**src/rtl/keycode_action_decoder.sv**
```systemverilog
// keycode_action_decoder
//   Turns the 8-bit USB HID keycode from the SoC keycode PIO into one-cycle
//   game-action pulses for the Tetris game-logic block. Left, right and
//   soft drop auto-repeat: the first repeat comes DAS_DELAY cycles after the
//   press pulse, and later repeats follow every ARR_PERIOD cycles.
//
// Optional build macro:
//   ARROW_KEYS_EN - when defined, arrow keys alias the letter keys:
//                   0x50 left, 0x4F right, 0x52 rotate_cw, 0x51 soft_drop.
//
// Ports:
//   clk_clk        in   system clock (50 MHz)
//   reset_reset_n  in   asynchronous active-low reset
//   keycode[7:0]   in   current HID keycode, 0x00 = no key
//   move_left      out  one-cycle pulse
//   move_right     out  one-cycle pulse
//   rotate_cw      out  one-cycle pulse
//   rotate_ccw     out  one-cycle pulse
//   soft_drop      out  one-cycle pulse
//   hard_drop      out  one-cycle pulse
//   pause_toggle   out  one-cycle pulse
//   held_action    out  encoded action currently held (0 = none), for LEDs
module keycode_action_decoder #(
  parameter int DAS_DELAY  = 10000000,
  parameter int ARR_PERIOD = 2500000,
  parameter int CNT_W      = 24
) (
  input  logic       clk_clk,
  input  logic       reset_reset_n,
  input  logic [7:0] keycode,
  output logic       move_left,
  output logic       move_right,
  output logic       rotate_cw,
  output logic       rotate_ccw,
  output logic       soft_drop,
  output logic       hard_drop,
  output logic       pause_toggle,
  output logic [2:0] held_action
);

  localparam logic [2:0] ACT_NONE   = 3'd0;
  localparam logic [2:0] ACT_LEFT   = 3'd1;
  localparam logic [2:0] ACT_RIGHT  = 3'd2;
  localparam logic [2:0] ACT_ROT_CW = 3'd3;
  localparam logic [2:0] ACT_ROT_CC = 3'd4;
  localparam logic [2:0] ACT_SOFT   = 3'd5;
  localparam logic [2:0] ACT_HARD   = 3'd6;
  localparam logic [2:0] ACT_PAUSE  = 3'd7;

  typedef enum logic [1:0] {
    IDLE   = 2'd0,
    DELAY  = 2'd1,
    REPEAT = 2'd2,
    HOLD   = 2'd3
  } state_t;

  function automatic logic [2:0] map_key(input logic [7:0] code);
    case (code)
      8'h04:   map_key = ACT_LEFT;
      8'h07:   map_key = ACT_RIGHT;
      8'h1A:   map_key = ACT_ROT_CW;
      8'h14:   map_key = ACT_ROT_CC;
      8'h16:   map_key = ACT_SOFT;
      8'h2C:   map_key = ACT_HARD;
      8'h13:   map_key = ACT_PAUSE;
`ifdef ARROW_KEYS_EN
      8'h50:   map_key = ACT_LEFT;
      8'h4F:   map_key = ACT_RIGHT;
      8'h52:   map_key = ACT_ROT_CW;
      8'h51:   map_key = ACT_SOFT;
`endif
      default: map_key = ACT_NONE;
    endcase
  endfunction

  function automatic logic is_repeatable(input logic [2:0] act);
    is_repeatable = (act == ACT_LEFT) || (act == ACT_RIGHT) || (act == ACT_SOFT);
  endfunction

  // One-hot pulse vector, bit (act-1) set; bit order matches the pulse ports.
  function automatic logic [6:0] pulse_of(input logic [2:0] act);
    if (act == ACT_NONE) pulse_of = 7'd0;
    else                 pulse_of = 7'd1 << (act - 3'd1);
  endfunction

  logic [7:0]       key_q;
  state_t           state;
  logic [CNT_W-1:0] cnt;
  logic [6:0]       pulse_q;
  logic             key_changed;
  logic [2:0]       new_act;

  assign key_changed = (keycode != key_q);
  assign new_act     = map_key(keycode);

  assign move_left    = pulse_q[0];
  assign move_right   = pulse_q[1];
  assign rotate_cw    = pulse_q[2];
  assign rotate_ccw   = pulse_q[3];
  assign soft_drop    = pulse_q[4];
  assign hard_drop    = pulse_q[5];
  assign pause_toggle = pulse_q[6];

  always_ff @(posedge clk_clk or negedge reset_reset_n) begin
    if (!reset_reset_n) begin
      key_q       <= 8'd0;
      state       <= IDLE;
      cnt         <= '0;
      pulse_q     <= 7'd0;
      held_action <= ACT_NONE;
    end else begin
      key_q   <= keycode;
      pulse_q <= 7'd0;
      // A keycode change always takes priority over a pending repeat, so a
      // switch landing on the cycle the counter expires never repeats the
      // old key.
      if (key_changed) begin
        if (new_act != ACT_NONE) begin
          pulse_q     <= pulse_of(new_act);
          held_action <= new_act;
          if (is_repeatable(new_act)) begin
            cnt   <= CNT_W'(DAS_DELAY - 1);
            state <= DELAY;
          end else begin
            state <= HOLD;
          end
        end else begin
          state       <= IDLE;
          held_action <= ACT_NONE;
        end
      end else begin
        case (state)
          DELAY, REPEAT: begin
            if (cnt == '0) begin
              pulse_q <= pulse_of(held_action);
              cnt     <= CNT_W'(ARR_PERIOD - 1);
              state   <= REPEAT;
            end else begin
              cnt <= cnt - CNT_W'(1);
            end
          end
          default: ;
        endcase
      end
    end
  end

endmodule

```
**config.mk**
```make
export PLATFORM = sky130hd
export DESIGN_NAME = keycode_action_decoder
export DESIGN_NICKNAME = d
export VERILOG_FILES = /design/src/rtl/keycode_action_decoder.sv
export SDC_FILE = /design/constraint.sdc
export NUM_CORES = 1
export LEC_CHECK = 0
export CORE_UTILIZATION = 50
export DETAILED_ROUTE_END_ITERATION = 7
export PLACE_DENSITY_LB_ADDON = 0.2
export SYNTH_ARGS = -nofsm -noshare
export SYNTH_HDL_FRONTEND = slang
export SYNTH_SLANG_ARGS = --single-unit
```
**constraint.sdc**
```tcl
create_clock -name clk_clk -period 3.2 [get_ports clk_clk]
set_clock_uncertainty 0.15 [all_clocks]
set_input_delay 0.64 -clock clk_clk [delete_from_list [all_inputs] [get_ports clk_clk]]
set_output_delay 0.64 -clock clk_clk [all_outputs]
set_load 0.05 [all_outputs]
```
==> run metrics, run 1 <==
result of the run=complete, but fails checks; violated checks=design-rule violations; DRC marker count from the first detailed-route iteration=215; final weighted congestion in routability-driven placement=0.886; clock buffer count from CTS=5; wl on met1=2.72 mm; CTS tree=yes; total chip power=1.18 mW; fraction of the cycle the final worst path needs=96.2%; gr ovfl total=0; total global routing track utilization=25.1%; FF+latch count, synth=44; worst setup path startpoint=keycode[6]; Critical Setup Path Class=input port to flip-flop; Final #Nets=327; total number of clock tree sinks=44; quantity of I/O buffers inserted on ports=19; crit path DAT=3.10 ns; post-synthesis instance area=2400 µm²; count of cell types in the netlist=57; EDFF count, synth=0; fraction of synthesis flops using an asynchronous set or reset pin=100%; startpoint of the worst-slack reg-to-reg timing path=cnt[18]; Vias/cell=6.04; Slew Viols, Final=0; highest achievable clock rate=325 MHz; Clock Power Share=36.7%; largest cells by area after synthesis=dfrtp_1 (46%), o21ai_0 (4.0%), nor2_1 (3.6%); boundary pin count=20; htree depth=2; cell area reported after detailed placement=2880 µm²; number of antenna violations at the first check in global routing=0; switching share of power=25.8%; post-layout instance area=3050 µm²; R2R Path End=cnt[10]; Post-DRT Antenna Nets=0; reported max-cap violation count=0; Root Buffer Master=clkbuf_8; remaining design rule violation count=1; highest metal layer with signal wires=met4; post-synthesis average cell area=9.30 µm²; final non-filler cell total=366; buffers from clock root to sink, at most=2; static leakage=1.34 nW; proportion of power drawn by combinational gates=13.1%; cell at the slowest stage of the critical path=clkdlybuf4s50_1; worst r2r path cells=6; total wire length=5.80 mm; aggregate negative setup slack=0 ns; crit path cell chain=clkdlybuf4s50_1 -> or3_4 -> or3_1 -> o31a_1 -> nand2_1 -> inv_1 -> ha_2 -> buf_4 -> a2111o_1 -> nand2_2 -> a31oi_1; Commonest cells post-synth=dfrtp_1 (44), nor2_1 (23), nand2_1 (21); number of warnings issued by yosys=0; count of endpoints failing setup in the final report=0; net count after synthesis=272; area growth from synthesis to final layout=27.2%; reg-to-reg setup timing slack=0.33 ns; cell taking the most area after synthesis=dfrtp_1; Worst Hold Margin=0.339 ns; RSZ-0062 raised after global routing=no; time the final worst path needs with I/O delays and setup=3.08 ns; # Post-CTS Setup Buffers=0; delay of the slowest critical-path stage=0.45 ns; number of detailed-route iterations in the first pass=6; most numerous cell in the Yosys netlist=dfrtp_1; die area=5080 µm²; number of standard cells after synthesis=258; Worst VDD drop=0.354 mV; first-pass GRT wire length=9.83 mm; predominant post-synthesis flop cell=dfrtp_1; placed insts=358; path category of the worst min-delay check=input port to asynchronous set/reset pin; wire per inst=15.8 µm; pin slew with the least headroom to its limit=0.962 ns; required time of the worst setup path=3.22 ns; height of the die=71.3 µm; worst-skew pair later-pin latency=0.30 ns; starting utilization of the core area=53.6%; WL met3=284 µm; top-area cell type share of the netlist area=45.9%; pwr/cell area=386 nW/µm²; clock slew seen by the registers of the worst setup and hold paths=0.09 ns; net switching power=303 µW; endpoint class of the critical path=flip-flop; count of inserted antenna diode cells=0; gate family responsible for the most delay along the worst path=simple AND/OR/NAND/NOR gates; sequential share of the synthesized area=45.9%; std cell rows=24; number of hold violations in the final report=0; Core Box Area=4470 µm²; internal power consumption=874 µW; vias in the first global route=2020; instance count on the critical path=11; placed wire-length estimate after detailed placement=4.26 mm; number of buffer and inverter stages on the critical path=3; horizontal extent of the die=71.3 µm; met2 wirelength from detailed routing=2.68 mm; kind of launch point of the worst setup path=input port; Reg power frac=50.2%; destination of the critical timing path=cnt[16]; number of vias in the routed layout=2211; largest net degree at the start of global routing=45; relative slew slack=35.9%; ratio of cells with drive above 1 in the final layout=22.0%; CP Max Fanout=5
==> layer usage <==
layer	up-vias	track usage, %
met5	-	0
met4	0	9.78
met3	13	4.78
met2	62	38.0
met1	1052	35.7
li1	1084	-
==> flip-flops by register name, summed over array words and instances (netlist names) <==
register / count
cnt: 24
key_q: 8
pulse_q: 7
held_action: 3
state: 2
==> power by group through the flow <==
| stage | Clock (mW) | Combinational (mW) | Sequential (mW) |
|---|---|---|---|
| 2_1_floorplan | 0 | 0.0848 | 0.598 |
| 5_1_grt | 0.457 | 0.172 | 0.593 |
| 3_3_place_gp | 0 | 0.147 | 0.600 |
| 3_5_place_dp | 0 | 0.150 | 0.601 |
| 4_1_cts | 0.434 | 0.151 | 0.590 |
| 6_report | 0.432 | 0.154 | 0.591 |
==> worst min-delay path by stage <==
stage | startpoint | endpoint | slack [ns] | cells past startpoint
2_1_floorplan | reset_reset_n | cnt[0] | 0.19 | 0
3_3_place_gp | cnt[9] | cnt[9] | 0.35 | 2
3_5_place_dp | cnt[14] | cnt[14] | 0.36 | 1
4_1_cts | cnt[14] | cnt[14] | 0.37 | 1
5_1_grt | cnt[14] | cnt[14] | 0.40 | 1
6_report | reset_reset_n | cnt[6] | 0.34 | 1
==> timing repair <==
action / 4_1_cts / 5_1_grt
endpoints found under the setup margin: 0 / 28
gates resized for setup: 0 / 11
hold buffers: 0 / 0
==> layout make-up <==
class / instances / area, µm²
clock buffers: 5 / 68.8
clock inverters: 3 / 42.5
repair buffers: 56 / 469
multi-input cells: 196 / 1270
inverters: 10 / 37.5
fillers: 356 / 1420
flip-flops and latches: 44 / 1100
well taps: 52 / 65.1
==> placed cells by master (no fill, tap or decap), types with 3 or more instances in the layout <==
| cell | instances |
|---|---|
| nor2_1 | 23 |
| o21a_1 | 3 |
| ha_1 | 3 |
| clkbuf_8 | 5 |
| nor4_1 | 6 |
| dfrtp_1 | 44 |
| nand3_1 | 8 |
| o21ai_0 | 19 |
| a311oi_1 | 5 |
| o22ai_1 | 5 |
| a31oi_1 | 6 |
| a21oi_1 | 16 |
| o211ai_1 | 3 |
| clkdlybuf4s50_1 | 17 |
| and3_1 | 3 |
| xnor2_1 | 9 |
| or3_1 | 6 |
| nand2_1 | 20 |
| nor3_1 | 10 |
| inv_1 | 10 |
| or2_2 | 3 |
| buf_4 | 36 |
==> stage by stage <==
step,setup slack [ns],utilization [%]
2_1_floorplan,0.170,-
3_3_place_gp,-0.188,64.4
3_5_place_dp,-0.219,64.4
4_1_cts,0.0813,66.9
5_1_grt,0.00643,68.2
6_report,0.123,68.2
==> logic make-up after synthesis <==
| kind of cell | Yosys count | synth area share, % |
|---|---|---|
| XOR/XNOR | 11 | 4.02 |
| flip-flops | 44 | 45.9 |
| AND/OR/NAND/NOR | 102 | 22.7 |
| AO/OA/AOI/OAI | 78 | 21.4 |
| adder cells (fa/ha/maj) | 4 | 2.09 |
| buffers and inverters | 18 | 3.39 |
| multiplexers | 1 | 0.469 |
Power figures use the tool's default switching activity.
==> run 2: changes to the inputs <==
--- a/config.mk
+++ b/config.mk
@@ -5,7 +5,9 @@
 export SDC_FILE = /design/constraint.sdc
 export NUM_CORES = 1
 export LEC_CHECK = 0
-export CORE_UTILIZATION = 50
+export CELL_PAD_IN_SITES_DETAIL_PLACEMENT = 0
+export CELL_PAD_IN_SITES_GLOBAL_PLACEMENT = 1
+export CORE_UTILIZATION = 44
 export DETAILED_ROUTE_END_ITERATION = 7
 export PLACE_DENSITY_LB_ADDON = 0.2
 export SYNTH_ARGS = -nofsm -noshare
==> run 2 against run 1 <==
Effect of this change:
- the flow now finishes without violations
- routed wire length rose by 1.7%
- core utilization decreased by 9.1 points
- clock-buffer cell count stayed put
- sequential power barely moved
- via count down 1.2%
- cell count rose by 5.7%
- sequential share of layout area shrank 0.089 points
- fmax increased by 0.65%
- final area rose by 0.25%
- power down 0.22%
- register-to-register slack lost 0.04 ns
- die area is 13% higher
- largest power group unchanged
==> run metrics, run 2 (synthesis gave the netlist of run 1 again) <==
result of the run=finished clean; crit path cell chain=clkdlybuf4s50_1 -> or3_1 -> or3_1 -> o31a_1 -> nand2_1 -> inv_1 -> ha_1 -> a2111oi_4 -> buf_4 -> mux2_2 -> o22a_1; remaining design rule violation count=0; wire per inst=15.3 µm; starting utilization of the core area=46.4%; number of hold violations in the final report=0; pin slew with the least headroom to its limit=0.967 ns; placed wire-length estimate after detailed placement=4.38 mm; cell at the slowest stage of the critical path=clkdlybuf4s50_1; Critical Setup Path Class=input port to flip-flop; number of antenna violations at the first check in global routing=0; aggregate negative setup slack=0 ns; Core Box Area=5170 µm²; quantity of I/O buffers inserted on ports=19; most frequent cells in the layout=dfrtp_1 (44), buf_4 (40), nor2_1 (23); gate family responsible for the most delay along the worst path=simple AND/OR/NAND/NOR gates; registers with the most flip-flops=cnt: 24 flops, key_q: 8 flops, pulse_q: 7 flops; horizontal extent of the die=75.8 µm; worst setup path startpoint=keycode[6]; destination of the critical timing path=cnt[15]; cell area reported after detailed placement=2920 µm²; DRC marker count from the first detailed-route iteration=137; worst-skew pair later-pin latency=0.30 ns; fraction of the cycle the final worst path needs=95.5%; Post-DRT Antenna Nets=0; final weighted congestion in routability-driven placement=0.821; R2R Path End=cnt[13]; total number of clock tree sinks=44; met1 demand-to-capacity share in global routing=31.0%; Slew Viols, Final=0; worst r2r path cells=6; reg-to-reg setup timing slack=0.29 ns; reported max-cap violation count=0; global routing usage on met2=38.8%; vias in the first global route=2096; total wire length=5.90 mm; startpoint of the worst-slack reg-to-reg timing path=cnt[18]; total global routing track utilization=23.2%; largest net degree at the start of global routing=45; die area=5750 µm²; most common library cell in the layout ignoring fill and taps=dfrtp_1; highest achievable clock rate=327 MHz; area growth from synthesis to final layout=27.5%; height of the die=75.8 µm; Critical Path Most Common Cell=or3_1; delay of the slowest critical-path stage=0.45 ns; clock buffer count from CTS=5; CTS tree=yes; count of inserted antenna diode cells=0; time the final worst path needs with I/O delays and setup=3.06 ns; number of vias in the routed layout=2185; crit path DAT=3.15 ns; instance count on the critical path=11; htree depth=2; RSZ-0062 raised after global routing=no; Final #Nets=330; number of buffers added to fix hold violations after cts=0; pwr/cell area=384 nW/µm²; std cell rows=26; number of detailed-route iterations in the first pass=4; clock slew seen by the registers of the worst setup and hold paths=0.09 ns; Root Buffer Master=clkbuf_8; static leakage=1.34 nW; first-pass GRT wire length=9.90 mm; endpoint class of the critical path=flip-flop; number of buffer and inverter stages on the critical path=3; post-layout instance area=3060 µm²; buffers from clock root to sink, at most=2; flip-flop count of the largest register, all copies and words added=24; GR Layer Usage met3=3.97%; global route hottest layer=met2; Worst VDD drop=0.199 mV; boundary pin count=20; required time of the worst setup path=3.29 ns; gr ovfl total=0; path category of the worst min-delay check=input port to asynchronous set/reset pin; most flop-heavy register=cnt; count of endpoints failing setup in the final report=0; total chip power=1.17 mW; ratio of cells with drive above 1 in the final layout=20.5%; fill cell count=465; relative slew slack=35.5%; CP Max Fanout=6; kind of launch point of the worst setup path=input port; Vias/cell=5.65
run 2: power by group:
part	switching [mW]	total, mW	internal (mW)
logic	0.0827	0.152	0.0694
clock network	0.201	0.433	0.231
registers	0.0161	0.590	0.573
total	0.300	1.17	0.874
run 2: worst min-delay path by stage:
stage | from | end | slack [ns] | cells after the start
global placement | cnt[9] | cnt[9] | 0.34 | 2
finish | reset_reset_n | cnt[9] | 0.34 | 1
floorplan | reset_reset_n | cnt[0] | 0.19 | 0
global route | cnt[23] | cnt[23] | 0.39 | 1
CTS | reset_reset_n | cnt[9] | 0.38 | 1
detailed placement | cnt[23] | cnt[23] | 0.35 | 1
run 2: what timing repair did:
item	in CTS	in global routing
gates resized for setup	0	2
setup endpoints to repair	0	4
setup buffers	0	1
run 2: final cells by class:
type | count | area [µm²] | area share (%)
inverter | 10 | 37.5 | 1.23
clock buffer | 5 | 68.8 | 2.25
clock inverter | 3 | 42.5 | 1.39
sequential | 44 | 1100 | 36.0
tap | 70 | 87.6 | 2.86
timing repair buffer | 59 | 485 | 15.9
multi-input combinational | 196 | 1230 | 40.4
run 2: layer usage:
| layer | up-vias | wire length, µm |
|---|---|---|
| met5 | - | 0 |
| li1 | 1080 | - |
| met3 | 8 | 211 |
| met4 | 0 | 62 |
| met2 | 47 | 2790 |
| met1 | 1050 | 2840 |
run 2: through the flow:
stage | cells | setup WS [ns] | hold slack (ns) | utilization (%)
global route | 387 | 0.0297 | 0.392 | 59.1
global placement | 378 | -0.147 | 0.344 | 56.5
floorplan | 258 | 0.170 | 0.194 | -
CTS | 386 | 0.112 | 0.377 | 58.6
finish | 387 | 0.143 | 0.342 | 59.1
detailed placement | 378 | -0.204 | 0.354 | 56.5
==> variant 1 (config.mk and constraints of run 2) <==
Take the reset off `key_q` and load it in a clocked block of its own.
--- a/src/rtl/keycode_action_decoder.sv
+++ b/src/rtl/keycode_action_decoder.sv
@@ -105,3 +105,2 @@
     if (!reset_reset_n) begin
-      key_q       <= 8'd0;
       state       <= IDLE;
@@ -111,3 +110,2 @@
     end else begin
-      key_q   <= keycode;
       pulse_q <= 7'd0;
@@ -147,2 +145,6 @@
 
+  always_ff @(posedge clk_clk) begin
+    key_q <= keycode;
+  end
+
 endmodule
Formal check against the unedited RTL: not equivalent (Yosys sat finds a counterexample within 4 cycles, from zero or initial values and one cycle with reset_reset_n low).
==> variant 1 against run 2 <==
- fmax is 1.3% lower
- routed wire length grew 1.5%
- via count down 1.9%
- total power shrank 6.2%
- clock power down 16%
- design area shrank 2.9%
- sequential share of layout area down 0.27 points
- critical endpoint is now cnt[16]
- area after synthesis fell by 1.7%
- critical path type unchanged
- sequential power about the same
- sequential cell count is the same
- worst setup slack got worse by 39 ps
- largest cell class unchanged
==> variant 1: results (changes against run 2) <==
{
  "critical_path.max_stage_delay": {"value": 470, "unit": "ps", "change": "+20 ps"},
  "synth_fa_ha_area_share": {"value": 2.12, "unit": "%", "change": "+0.035 points"},
  "top_cells_by_area_synth": {"value": "sky130_fd_sc_hd__dfrtp_1, sky130_fd_sc_hd__dfxtp_1, sky130_fd_sc_hd__o21ai_0"},
  "worst_setup_hold_path_clk_slew": {"value": 90, "unit": "ps", "change": "about the same"},
  "synth_warnings": {"value": 0, "change": "unchanged"},
  "cellLeakagePower": {"value": 1.30, "unit": "nW", "change": "-3.4%"},
  "pre_cts_ws": {"value": -231, "unit": "ps", "change": "-26.7 ps"},
  "max_slew_margin": {"value": 45.6, "unit": "%", "change": "+10 points"},
  "post_synth_mux_area_share": {"value": 0.477, "unit": "%", "change": "+0.0080 points"},
  "placed_area": {"value": 2860, "unit": "sq um", "change": "-2.1%"},
  "hpwl": {"value": 4400, "unit": "microns", "change": "+0.57%"},
  "drt_first_iter_violations": {"value": 169, "change": "+23%"},
  "synth_compound_area_share": {"value": 21.8, "unit": "%", "change": "+0.36 points"},
  "grt_max_degree": {"value": 37, "change": "-18%"},
  "netlist_top_cells_count": {"value": "sky130_fd_sc_hd__dfrtp_1, sky130_fd_sc_hd__nor2_1, sky130_fd_sc_hd__nand2_1"},
  "number_of_global_route_vias_before_repair": {"value": 1955, "change": "-6.7%"},
  "hold-worst-slack": {"value": 283, "unit": "ps", "change": "-59.2 ps"},
  "worst_ir_drop_vdd": {"value": 0.000182, "unit": "V", "change": "-8.2%"},
  "met3_length": {"value": 242, "unit": "microns", "change": "+15%"},
  "ys_seq_area_share": {"value": 45.0, "unit": "%", "change": "-0.92 points"},
  "arrival": {"value": 3120, "unit": "ps", "change": "-30 ps"},
  "run_status": {"value": "completed"},
  "synth.distinct_cells": {"value": 58, "change": "+1.8%"},
  "placedCellCount": {"value": 375, "change": "-0.79%"},
  "place.gp.congestion": {"value": 0.839, "change": "+2.2%"},
  "timing.rr.end": {"value": "cnt[10]"},
  "global_route_wire_length_before_repair": {"value": 9400, "unit": "microns", "change": "-5.0%"},
  "crit_path_max_fanout": {"value": 5, "change": "-1"},
  "final.fill_count": {"value": 498, "change": "+7.1%"},
  "synthArstFlopShare": {"value": 81.8, "unit": "%", "change": "-18 points"},
  "post_route_cells_drive_above_1_share": {"value": 20.4, "unit": "%", "change": "-0.057 points"},
  "postSynthCellCount": {"value": 258, "change": "unchanged"},
  "routed_wire_length": {"value": 5990, "unit": "microns", "change": "+1.5%"},
  "nets": {"value": 326, "change": "-1.2%"},
  "finalMaxSlewViolations": {"value": 0, "change": "unchanged"},
  "synth_xor_area_share": {"value": 4.08, "unit": "%", "change": "+0.068 points"},
  "dr_total_vias": {"value": 2144, "change": "-1.9%"},
  "grt_usage": {"value": 22.3, "unit": "%", "change": "-0.89 points"},
  "m1WireLength": {"value": 2670, "unit": "microns", "change": "-5.9%"}
}
## variant 1: routing by layer
| metal | track usage, % | up-vias |
|---|---|---|
| met4 | 7.20 | 0 |
| met2 | 37.8 | 44 |
| met3 | 3.75 | 6 |
| met1 | 29.1 | 1027 |
| li1 | - | 1067 |
| met5 | 0 | - |
## variant 1: power breakdown
| part | switching (mW) | internal, mW |
|---|---|---|
| Combinational | 0.0816 | 0.0681 |
| Clock | 0.190 | 0.173 |
| Sequential | 0.0169 | 0.572 |
## variant 1: cell type report
cell class / count / area (sq um) / area share [%]
multi-input combinational: 196 / 1230 / 41.6
sequential: 44 / 1060 / 35.7
clock buffer: 6 / 82.6 / 2.78
inverter: 10 / 37.5 / 1.26
clock inverter: 2 / 10.0 / 0.337
timing repair buffer: 55 / 455 / 15.3
tap: 70 / 87.6 / 2.95
## variant 1: what timing repair did
| item | in CTS | in global routing |
|---|---|---|
| endpoints found under the setup margin | 0 | 6 |
| hold endpoints to repair | 0 | 0 |
| hold buffers | 0 | 0 |
| resized for setup | 0 | 4 |
## variant 1: worst max-delay path by stage
stage / to / slack (ps) / cells past startpoint / startpoint
global route: cnt[1] / -4 / 12 / keycode[6]
floorplan: cnt[10] / 170 / 10 / keycode[5]
detailed placement: cnt[16] / -230 / 11 / keycode[5]
finish: cnt[16] / 100 / 11 / keycode[6]
global placement: cnt[16] / -160 / 10 / keycode[6]
CTS: cnt[16] / 80 / 11 / keycode[5]
## variant 1: cells by family (layout without fill, tap and decap cells)
group	after synthesis	after routing
xor gates and xnor gates	11	11
buffers and inverters	18	73
muxes	1	1
adders and majority gates	4	4
DFF	44	44
and+or+nand+nor	102	102
AOI/OAI and AO/OA	78	78
==> variant 2 (config.mk and constraints of run 2) <==
Made on the original files. The parameter `CNT_W` goes from 24 to 36.
--- a/src/rtl/keycode_action_decoder.sv
+++ b/src/rtl/keycode_action_decoder.sv
@@ -25,3 +25,3 @@
   parameter int ARR_PERIOD = 2500000,
-  parameter int CNT_W      = 24
+  parameter int CNT_W      = 36
 ) (
Function: same outputs for any inputs over 10 cycles, from zero or initial values and one cycle with reset_reset_n low; that may be too few to reach the edited logic, so the function may still have changed.
==> variant 2 against run 2 <==
- routed wire length increased by 35%
- cell count increased by 29%
- total power increased by 10%
- worst setup slack got worse by 50 ps
- design area increased by 30%
- critical endpoint is now cnt[25]
- register-to-register slack improved by 130 ps
- critical path type unchanged
- non-clock buffer count increased by 10
- die area increased by 32%
- sequential cell count increased by 12
- area after synthesis increased by 33%
- clock power decreased by 6.5%
- global-route usage decreased by 0.37 points
==> variant 2: results (changes against run 2) <==
{
  "nets": {"value": 416, "change": "+26%"},
  "synth_compound_area_share": {"value": 22.3, "unit": "%", "change": "+0.82 points"},
  "synth_fa_ha_area_share": {"value": 1.57, "unit": "%", "change": "-0.52 points"},
  "worst_setup_hold_path_clk_slew": {"value": 100, "unit": "ps"},
  "cellLeakagePower": {"value": 1.69, "unit": "nW", "change": "+26%"},
  "hpwl": {"value": 5600, "unit": "microns", "change": "+28%"},
  "crit_path_top_delay_cell": {"value": "sky130_fd_sc_hd__or4b_4"},
  "root_buffer": {"value": "sky130_fd_sc_hd__clkbuf_8"},
  "critical_path.max_stage_delay": {"value": 540, "unit": "ps", "change": "+90 ps"},
  "crit_path_max_fanout": {"value": 7, "change": "+1"},
  "max_slew_margin": {"value": 47.7, "unit": "%", "change": "+12 points"},
  "global_route_wire_length_before_repair": {"value": 13500, "unit": "microns", "change": "+37%"},
  "routed_via_density": {"value": 5.65, "change": "+0.13%"},
  "top_cells_by_area_synth": {"value": "sky130_fd_sc_hd__dfrtp_1, sky130_fd_sc_hd__nor2_1, sky130_fd_sc_hd__a21oi_1"},
  "ys_seq_area_share": {"value": 44.0, "unit": "%", "change": "-1.9 points"},
  "synth.distinct_cells": {"value": 59, "change": "+3.5%"},
  "syn_nets": {"value": 357, "change": "+31%"},
  "pre_cts_ws": {"value": -510, "unit": "ps", "change": "-306 ps"},
  "drt_first_iter_violations": {"value": 223, "change": "+63%"},
  "post_route_cells_drive_above_1_share": {"value": 19.6, "unit": "%", "change": "-0.90 points"},
  "synth_xor_area_share": {"value": 3.57, "unit": "%", "change": "-0.44 points"},
  "core_area": {"value": 6910, "unit": "sq um", "change": "+34%"},
  "layout_top_registers": {"value": "cnt x36, key_q x8, pulse_q x7"},
  "number_of_global_route_vias_before_repair": {"value": 2792, "change": "+33%"},
  "synthArstFlopShare": {"value": 100, "unit": "%", "change": "unchanged"},
  "arrival": {"value": 3170, "unit": "ps", "change": "+20 ps"},
  "r2r_start": {"value": "cnt[14]"},
  "netlist_top_cells_count": {"value": "sky130_fd_sc_hd__dfrtp_1, sky130_fd_sc_hd__nor2_1, sky130_fd_sc_hd__nand2_1"},
  "worstSkewPairLatency": {"value": 320, "unit": "ps", "change": "+20 ps"},
  "routed_wire_length": {"value": 7960, "unit": "microns", "change": "+35%"},
  "io_buffer_count": {"value": 19, "change": "unchanged"},
  "grt_usage": {"value": 22.8, "unit": "%", "change": "-0.37 points"},
  "worst_ir_drop_vdd": {"value": 0.000176, "unit": "V", "change": "-12%"},
  "run_status": {"value": "completed"},
  "place.gp.congestion": {"value": 0.780, "change": "-5.0%"},
  "post_synth_mux_area_share": {"value": 0.942, "unit": "%", "change": "+0.47 points"},
  "cp-startpoint": {"value": "keycode[4]"}
}
variant 2: cell count changes after synthesis, sizes merged, moves of 6 or more:
cell	run 2	this run
a211oi	1	7
buf	3	11
dfrtp	44	56
nand3	8	17
nor2	23	36
nor3	11	19
nor4	6	16
o21ai	21	28
xnor2	9	2
xor2	2	11
variant 2: routing by layer:
| metal | vias to the layer above | wire [microns] | share of wire, % | track usage (%) |
|---|---|---|---|---|
| li1 | 1398 | - | - | - |
| met1 | 1379 | 3740 | 47 | 29.5 |
| met2 | 40 | 3960 | 50 | 40.4 |
| met3 | 4 | 213 | 2.7 | 3.79 |
| met4 | 0 | 49 | 0.62 | 4.62 |
| met5 | - | 0 | 0 | 0 |
variant 2: layout make-up:
class / instances / area [sq um]
well taps: 96 / 120
repair buffers: 69 / 624
multi-input cells: 260 / 1680
inverters: 10 / 37.5
clock buffers: 5 / 68.8
clock inverters: 3 / 23.8
flip-flops and latches: 56 / 1400
fillers: 646 / 2950
variant 2: logic make-up after synthesis:
group / after synthesis
simple gates: 136
buf+inv: 27
xor+xnor: 13
mux: 3
flops: 56
fa+ha+maj: 4
compound gates: 104
variant 2: stage by stage:
| step | TNS (ps) | cells | total power [mW] | instance area, sq um |
|---|---|---|---|---|
| CTS | -27.7 | 497 | 1.31 | 3950 |
| floorplan | 0 | 343 | 0.831 | 3190 |
| global placement | -11450 | 486 | 0.899 | 3760 |
| finish | 0 | 499 | 1.30 | 3960 |
| global route | 0 | 499 | 1.36 | 3960 |
| detailed placement | -14550 | 486 | 0.904 | 3760 |
variant 2: path summary, 6_finish.rpt:
check                             end  slack, ps  cells after the start
setup / recovery              cnt[25]         90                     11
hold / removal                 cnt[2]        250                      1
setup reg to reg           pulse_q[0]        420                      7
hold reg to reg               cnt[35]        330                      1
max in group asynchronous      cnt[4]       1970                      2
min in group clk_clk          cnt[35]        330                      1
variant 2: where the power goes:
| part | total (mW) | switching, mW | internal [mW] |
|---|---|---|---|
| Clock | 0.405 | 0.249 | 0.156 |
| Sequential | 0.759 | 0.0295 | 0.730 |
| Combinational | 0.131 | 0.0683 | 0.0623 |
| Total | 1.30 | 0.347 | 0.948 |
variant 2: timing repair:
| item | CTS | global route |
|---|---|---|
| pin swaps | 4 | 1 |
| hold buffers | 0 | 0 |
| cloned | 2 | 0 |
| setup buffers | 1 | 2 |
| endpoints found under the setup margin | 26 | 23 |
| resized for setup | 14 | 0 |
variant 2: worst register-to-register path, delay by kind of cell, from the launching register on:
family	cells	cell delay, ps
AOI/OAI and AO/OA	1	340
and+or+nand+nor	4	1240
buffers and inverters	2	530
DFF	1	420
